`src/rtl/mem_bus_arbiter.sv`:
```
// Two-port external memory bus arbiter: data port over fetch port,
// with fetch starvation guard, data-port bus lock and ack timeout.
module mem_bus_arbiter #(
    parameter int unsigned STARVE_LIMIT   = 4,
    parameter int unsigned TIMEOUT_CYCLES = 64
) (
    input  logic        clk,
    input  logic        async_rst_n,
    input  logic        if_req,
    input  logic [29:0] if_addr,
    output logic [31:0] if_rdata,
    output logic        if_valid,
    output logic        if_err,
    input  logic        d_req,
    input  logic [29:0] d_addr,
    input  logic [31:0] d_wdata,
    input  logic [3:0]  d_mask,
    input  logic        d_we,
    input  logic        d_lock,
    output logic [31:0] d_rdata,
    output logic        d_valid,
    output logic        d_err,
    output logic        bus_req,
    output logic [29:0] bus_addr,
    output logic [31:0] bus_wdata,
    output logic [3:0]  bus_mask,
    output logic        bus_we,
    output logic        bus_lock,
    input  logic        bus_ack,
    input  logic [31:0] bus_rdata
);

    localparam int unsigned AW = 30;
    localparam int unsigned DW = 32;
    localparam int unsigned MW = 4;
    localparam int unsigned SW = 4;
    localparam int unsigned TW = 8;

    typedef enum logic [1:0] {
        IDLE    = 2'd0,
        IF_BUSY = 2'd1,
        D_BUSY  = 2'd2,
        D_HOLD  = 2'd3
    } state_t;

    state_t        state_q, state_d;
    logic [SW-1:0] starve_q, starve_d;
    logic [TW-1:0] tout_q, tout_d;
    logic          glock_q, glock_d;

    logic          bus_req_d, bus_we_d, bus_lock_d;
    logic [AW-1:0] bus_addr_d;
    logic [DW-1:0] bus_wdata_d;
    logic [MW-1:0] bus_mask_d;
    logic [DW-1:0] if_rdata_d, d_rdata_d;
    logic          if_valid_d, if_err_d, d_valid_d, d_err_d;
    logic          grant_d, grant_f;

    // Next-state, arbitration, completion/timeout and all registered outputs
    always_comb begin
        state_d     = state_q;
        starve_d    = starve_q;
        tout_d      = tout_q;
        glock_d     = glock_q;
        bus_req_d   = bus_req;
        bus_addr_d  = bus_addr;
        bus_wdata_d = bus_wdata;
        bus_mask_d  = bus_mask;
        bus_we_d    = bus_we;
        bus_lock_d  = bus_lock;
        if_rdata_d  = if_rdata;
        d_rdata_d   = d_rdata;
        if_valid_d  = 1'b0;
        if_err_d    = 1'b0;
        d_valid_d   = 1'b0;
        d_err_d     = 1'b0;
        grant_d     = 1'b0;
        grant_f     = 1'b0;

        case (state_q)
            IDLE: begin
                if (d_req && ((starve_q < SW'(STARVE_LIMIT)) || !if_req)) begin
                    grant_d = 1'b1;
                end else if (if_req) begin
                    grant_f = 1'b1;
                end
            end
            D_HOLD: begin
                // Locked: only the data port may use the bus
                if (d_req) begin
                    grant_d = 1'b1;
                end else if (!d_lock) begin
                    bus_lock_d = 1'b0;
                    state_d    = IDLE;
                end
            end
            IF_BUSY, D_BUSY: begin
                if (bus_ack) begin
                    bus_req_d = 1'b0;
                    if (state_q == IF_BUSY) begin
                        if_valid_d = 1'b1;
                        if_rdata_d = bus_rdata;
                        state_d    = IDLE;
                    end else begin
                        d_valid_d = 1'b1;
                        d_rdata_d = bus_rdata;
                        if (glock_q) begin
                            state_d = D_HOLD;
                        end else begin
                            bus_lock_d = 1'b0;
                            state_d    = IDLE;
                        end
                    end
                end else if (tout_q == TW'(TIMEOUT_CYCLES - 1)) begin
                    // Slave never answered: abort with error, drop any lock
                    bus_req_d  = 1'b0;
                    bus_lock_d = 1'b0;
                    state_d    = IDLE;
                    if (state_q == IF_BUSY) begin
                        if_valid_d = 1'b1;
                        if_err_d   = 1'b1;
                        if_rdata_d = '0;
                    end else begin
                        d_valid_d = 1'b1;
                        d_err_d   = 1'b1;
                        d_rdata_d = '0;
                    end
                end else begin
                    tout_d = tout_q + TW'(1);
                end
            end
            default: state_d = IDLE;
        endcase

        if (grant_d) begin
            bus_req_d   = 1'b1;
            bus_addr_d  = d_addr;
            bus_wdata_d = d_wdata;
            bus_mask_d  = d_mask;
            bus_we_d    = d_we;
            bus_lock_d  = bus_lock | d_lock;
            glock_d     = d_lock;
            tout_d      = '0;
            state_d     = D_BUSY;
        end else if (grant_f) begin
            bus_req_d   = 1'b1;
            bus_addr_d  = if_addr;
            bus_wdata_d = '0;
            bus_mask_d  = {MW{1'b1}};
            bus_we_d    = 1'b0;
            glock_d     = 1'b0;
            tout_d      = '0;
            state_d     = IF_BUSY;
        end

        // Consecutive data grants seen by a waiting fetch
        if (!if_req || grant_f) begin
            starve_d = '0;
        end else if (grant_d && (starve_q < SW'(STARVE_LIMIT))) begin
            starve_d = starve_q + SW'(1);
        end
    end

    // State and output registers
    always_ff @(posedge clk or negedge async_rst_n) begin
        if (!async_rst_n) begin
            state_q   <= IDLE;
            starve_q  <= '0;
            tout_q    <= '0;
            glock_q   <= 1'b0;
            bus_req   <= 1'b0;
            bus_addr  <= '0;
            bus_wdata <= '0;
            bus_mask  <= '0;
            bus_we    <= 1'b0;
            bus_lock  <= 1'b0;
            if_rdata  <= '0;
            if_valid  <= 1'b0;
            if_err    <= 1'b0;
            d_rdata   <= '0;
            d_valid   <= 1'b0;
            d_err     <= 1'b0;
        end else begin
            state_q   <= state_d;
            starve_q  <= starve_d;
            tout_q    <= tout_d;
            glock_q   <= glock_d;
            bus_req   <= bus_req_d;
            bus_addr  <= bus_addr_d;
            bus_wdata <= bus_wdata_d;
            bus_mask  <= bus_mask_d;
            bus_we    <= bus_we_d;
            bus_lock  <= bus_lock_d;
            if_rdata  <= if_rdata_d;
            if_valid  <= if_valid_d;
            if_err    <= if_err_d;
            d_rdata   <= d_rdata_d;
            d_valid   <= d_valid_d;
            d_err     <= d_err_d;
        end
    end

endmodule

```
`config.mk`:
```
export PLATFORM = sky130hd
export DESIGN_NAME = mem_bus_arbiter
export DESIGN_NICKNAME = d
export VERILOG_FILES = /design/src/rtl/mem_bus_arbiter.sv
export SDC_FILE = /design/constraint.sdc
export NUM_CORES = 1
export LEC_CHECK = 0
export BUFFER_PORTS_ARGS = -buffer_cell sky130_fd_sc_hd__buf_2
export CORE_ASPECT_RATIO = 0.7
export CORE_MARGIN = 3
export CORE_UTILIZATION = 49
export CTS_BUF_LIST = sky130_fd_sc_hd__clkbuf_4
export CTS_CLUSTER_DIAMETER = 50
export DETAILED_ROUTE_END_ITERATION = 8
export GPL_TIMING_DRIVEN = 0
export PLACE_DENSITY = 0.83
export SLEW_MARGIN = 20
export SYNTH_ARGS = -nofsm -noshare
export SYNTH_HDL_FRONTEND = slang
export SYNTH_SLANG_ARGS = --single-unit
```
`constraint.sdc`:
```
create_clock -name clk -period 2.9 [get_ports clk]
set_clock_uncertainty 0.15 [all_clocks]
set_input_delay 0 -clock clk [delete_from_list [all_inputs] [get_ports clk]]
set_output_delay 0 -clock clk [all_outputs]
set_load 0.1 [all_outputs]
```
==> qor.tcl <==
set qor(fin_area_um2) 9460
set qor(drt-pass1-iter-count) 5
set qor(critPathRequiredTime_ns) 3.16
set qor(avgSynthCellArea_um2) 11.9
set qor(via_count) 6503
set qor(ioPinCount) 272
set qor(synthesis.area_um2) 6140
set qor(antennaDiodeCount) 0
set qor(path_delay_family) {buffers and inverters}
set qor(critical_path_cell_list) {inv_1, ha_2, nand2b_2, a311o_1, buf_2, buf_4, nor2_1, a31oi_1, dlygate4sd3_1}
set qor(dp_hpwl_um) 13300
set qor(synthDominantAreaCellType) {sky130_fd_sc_hd__dfrtp_1}
set qor(crit_arrival_ns) 3.09
set qor(min-delay-path-class) {in -> reg}
set qor(detail-route-antenna-nets) 0
set qor(cts.reportedPaths.clkPinSlew_ns) 0.14
set qor(first_iter_violations) 465
set qor(grt_first_pass_wirelength_um) 36000
set qor(die-area_um2) 13900
set qor(finalHoldViolCount) 0
set qor(maxClockFrequency_mhz) 353
set qor(detail_route.drc_violations) 0
set qor(die_span_x_um) 140
set qor(max_slew.worst_pin.slew_ns) 0.545
set qor(place_congestion) 0.878
set qor(yosys.cell_count.top_type) {sky130_fd_sc_hd__dfrtp_1}
set qor(setup_viol_count_final) 0
set qor(setup.worst_path.start_class) {register}
set qor(final-max-slew-violation-count) 0
set qor(number_of_antenna_violations_at_the_first_check_in_global_routing) 0
set qor(layout-drive-gt1-share_pct) 34.1
set qor(h_tree_depth) 4
set qor(drt-wirelength-per-cell_um) 20.1
set qor(yosysWarnings) 0
set qor(insertion_delay_ns) 0.52
set qor(period_needed_ns) 2.83
set qor(floorplan.core_area_um2) 12000
set qor(grt_start_max_net_pins) 87
set qor(synth-seq-cells) 152
set qor(timing_worst_setup_path_type) {reg -> reg}
set qor(fin_nets) 1087
set qor(netlist_top_cells_count) {sky130_fd_sc_hd__dfrtp_1 (152), sky130_fd_sc_hd__nand2_1 (71), sky130_fd_sc_hd__a32o_1 (64)}
set qor(synth_sequential_area_ratio_pct) 62.0
set qor(synth_flop_cell) {sky130_fd_sc_hd__dfrtp_1}
set qor(synth-edff-count) 0
set qor(worst_path_max_delay_cell) {sky130_fd_sc_hd__dlygate4sd3_1}
set qor(area.growth.synth_to_final_pct) 54.2
set qor(async_reset_ff_share_pct) 100
set qor(syn-num-nets) 656
set qor(global_route.usage.total_pct) 32.6
set qor(outcome) {complete, no violations}
set qor(dpl-instance-area_um2) 7720
set qor(cts_buffer_depth) 2
set qor(synthesis.instances) 515
set qor(fin_crit_share_pct) 97.7
set qor(num_rows) 33
set qor(worst-path-max-fanout) 10
set qor(timing.critical_path.slowest_cell_delay_ns) 0.59
set qor(io_buffer_count) 270
set qor(clock_sinks) 152
set qor(clock_tree_from_tritoncts) {done}
set qor(die_h_um) 99.6
set qor(ys_top_cells_by_area) {sky130_fd_sc_hd__dfrtp_1 (62%), sky130_fd_sc_hd__a32o_1 (10%), sky130_fd_sc_hd__a22o_1 (5.0%)}
set qor(max_cap_viol_count) 0
set qor(cp.buffers_inverters) 4
set qor(number_of_global_route_vias_before_repair) 6798
set qor(numCtsBuffers) 17
set qor(top_area_cell_type_share_of_the_netlist_area_pct) 62.0
set qor(routed_wl_um) 22500
set qor(route.detailed.vias_per_inst) 5.83
set qor(cts_root_buf) {sky130_fd_sc_hd__clkbuf_4}
set qor(setup_crit_end_kind) {register}
set qor(grt_remaining_overflow) 0
set qor(worst_slew_margin_rel_pct) 63.7
set qor(initial_core_util_pct) 51.2
set qor(synth_cell_types) 45
-- worst min-delay path: cells and delay by family --
family	cells	cell delay, ns
buffers and inverters	2	0.62
AOI/OAI and AO/OA	1	0.12
-- state kept, by name, summed over array words and instances (netlist names), 2 cells and up --
signal,count
tout_q,8
bus_addr,30
state_q,2
if_rdata,32
bus_wdata,32
bus_mask,4
starve_q,4
d_rdata,32
-- final timing paths --
| path | start | endpoint | slack (ns) | cells past startpoint |
|---|---|---|---|---|
| worst max-delay path | state_q[0] | bus_addr[23] | 0.07 | 9 |
| worst min register to register | bus_req | bus_req | 0.34 | 1 |
| worst min-delay path | d_wdata[29] | bus_wdata[29] | 0.08 | 3 |
| min in group asynchronous | async_rst_n | d_valid | 0.40 | 4 |
| worst max register to register | state_q[0] | bus_addr[23] | 0.07 | 9 |
| max in group asynchronous | async_rst_n | bus_addr[19] | 1.76 | 4 |
-- area by class of cell --
type	instances	area, um^2
clock inverters	15	158
repair buffers	413	2820
clock buffers	17	128
fillers	689	2510
plain buffers	44	206
inverters	6	22.5
flip-flops and latches	152	3800
multi-input cells	312	2130
well taps	157	196
-- cells by family after synthesis --
| logic type | after synthesis | share of synthesized area, % |
|---|---|---|
| AO/OA/AOI/OAI | 160 | 22.5 |
| flip-flops | 152 | 62.0 |
| AND/OR/NAND/NOR | 142 | 10.0 |
| buffers and inverters | 51 | 3.67 |
| adder cells (fa/ha/maj) | 6 | 1.22 |
| XOR/XNOR | 2 | 0.286 |
| multiplexers | 2 | 0.326 |
-- timing repair --
item / in CTS / in global routing
endpoints found under the setup margin: 0 / 7
hold buffers: 140 / 0
gates resized for setup: 0 / 14
buffers inserted: 0 / 2
hold endpoints to repair: 294 / 0
-- layer usage --
layer  GRT usage, %  share of wire (%)  up-vias
li1               -                  -     2818
met1           41.9                 38     3152
met2           54.2                 49      455
met3           8.51                9.5       78
met4           11.4                3.2        0
met5              0                  0        -
-- metrics by stage --
stage          setup TNS, ns  instances  hold slack, ns  setup slack (ns)  util (%)
2_1_floorplan              0        515          -0.446             0.726         -
3_3_place_gp          -51.81        942          0.0741            -0.348      64.2
3_5_place_dp               0        943          -0.178             0.365      64.5
4_1_cts                    0       1115          0.0217            0.0182      78.7
5_1_grt              -0.0471       1116          0.0205           -0.0210      79.0
6_report                   0       1116          0.0782            0.0671      79.0
-- cells in the final DEF, fill, tap and decap left out, drive strengths merged, types with 2 or more instances in the layout --
cell	instances
a21o	4
a21oi	5
a22o	35
a311oi	3
a31oi	33
a32o	64
and3	2
buf	286
clkbuf	49
clkinv	4
clkinvlp	2
dfrtp	152
dlygate4sd3	139
ha	6
inv	14
mux2i	2
nand2	71
nand2b	2
nand3	12
nor2	39
nor2b	2
nor3b	2
nor4b	2
o21a	2
o22a	4
o22ai	2
or2	2
or3	2
Power is left out: the tool's default activity adds up to more than one toggle a clock period on the data nets, which glitch-free logic cannot reach.
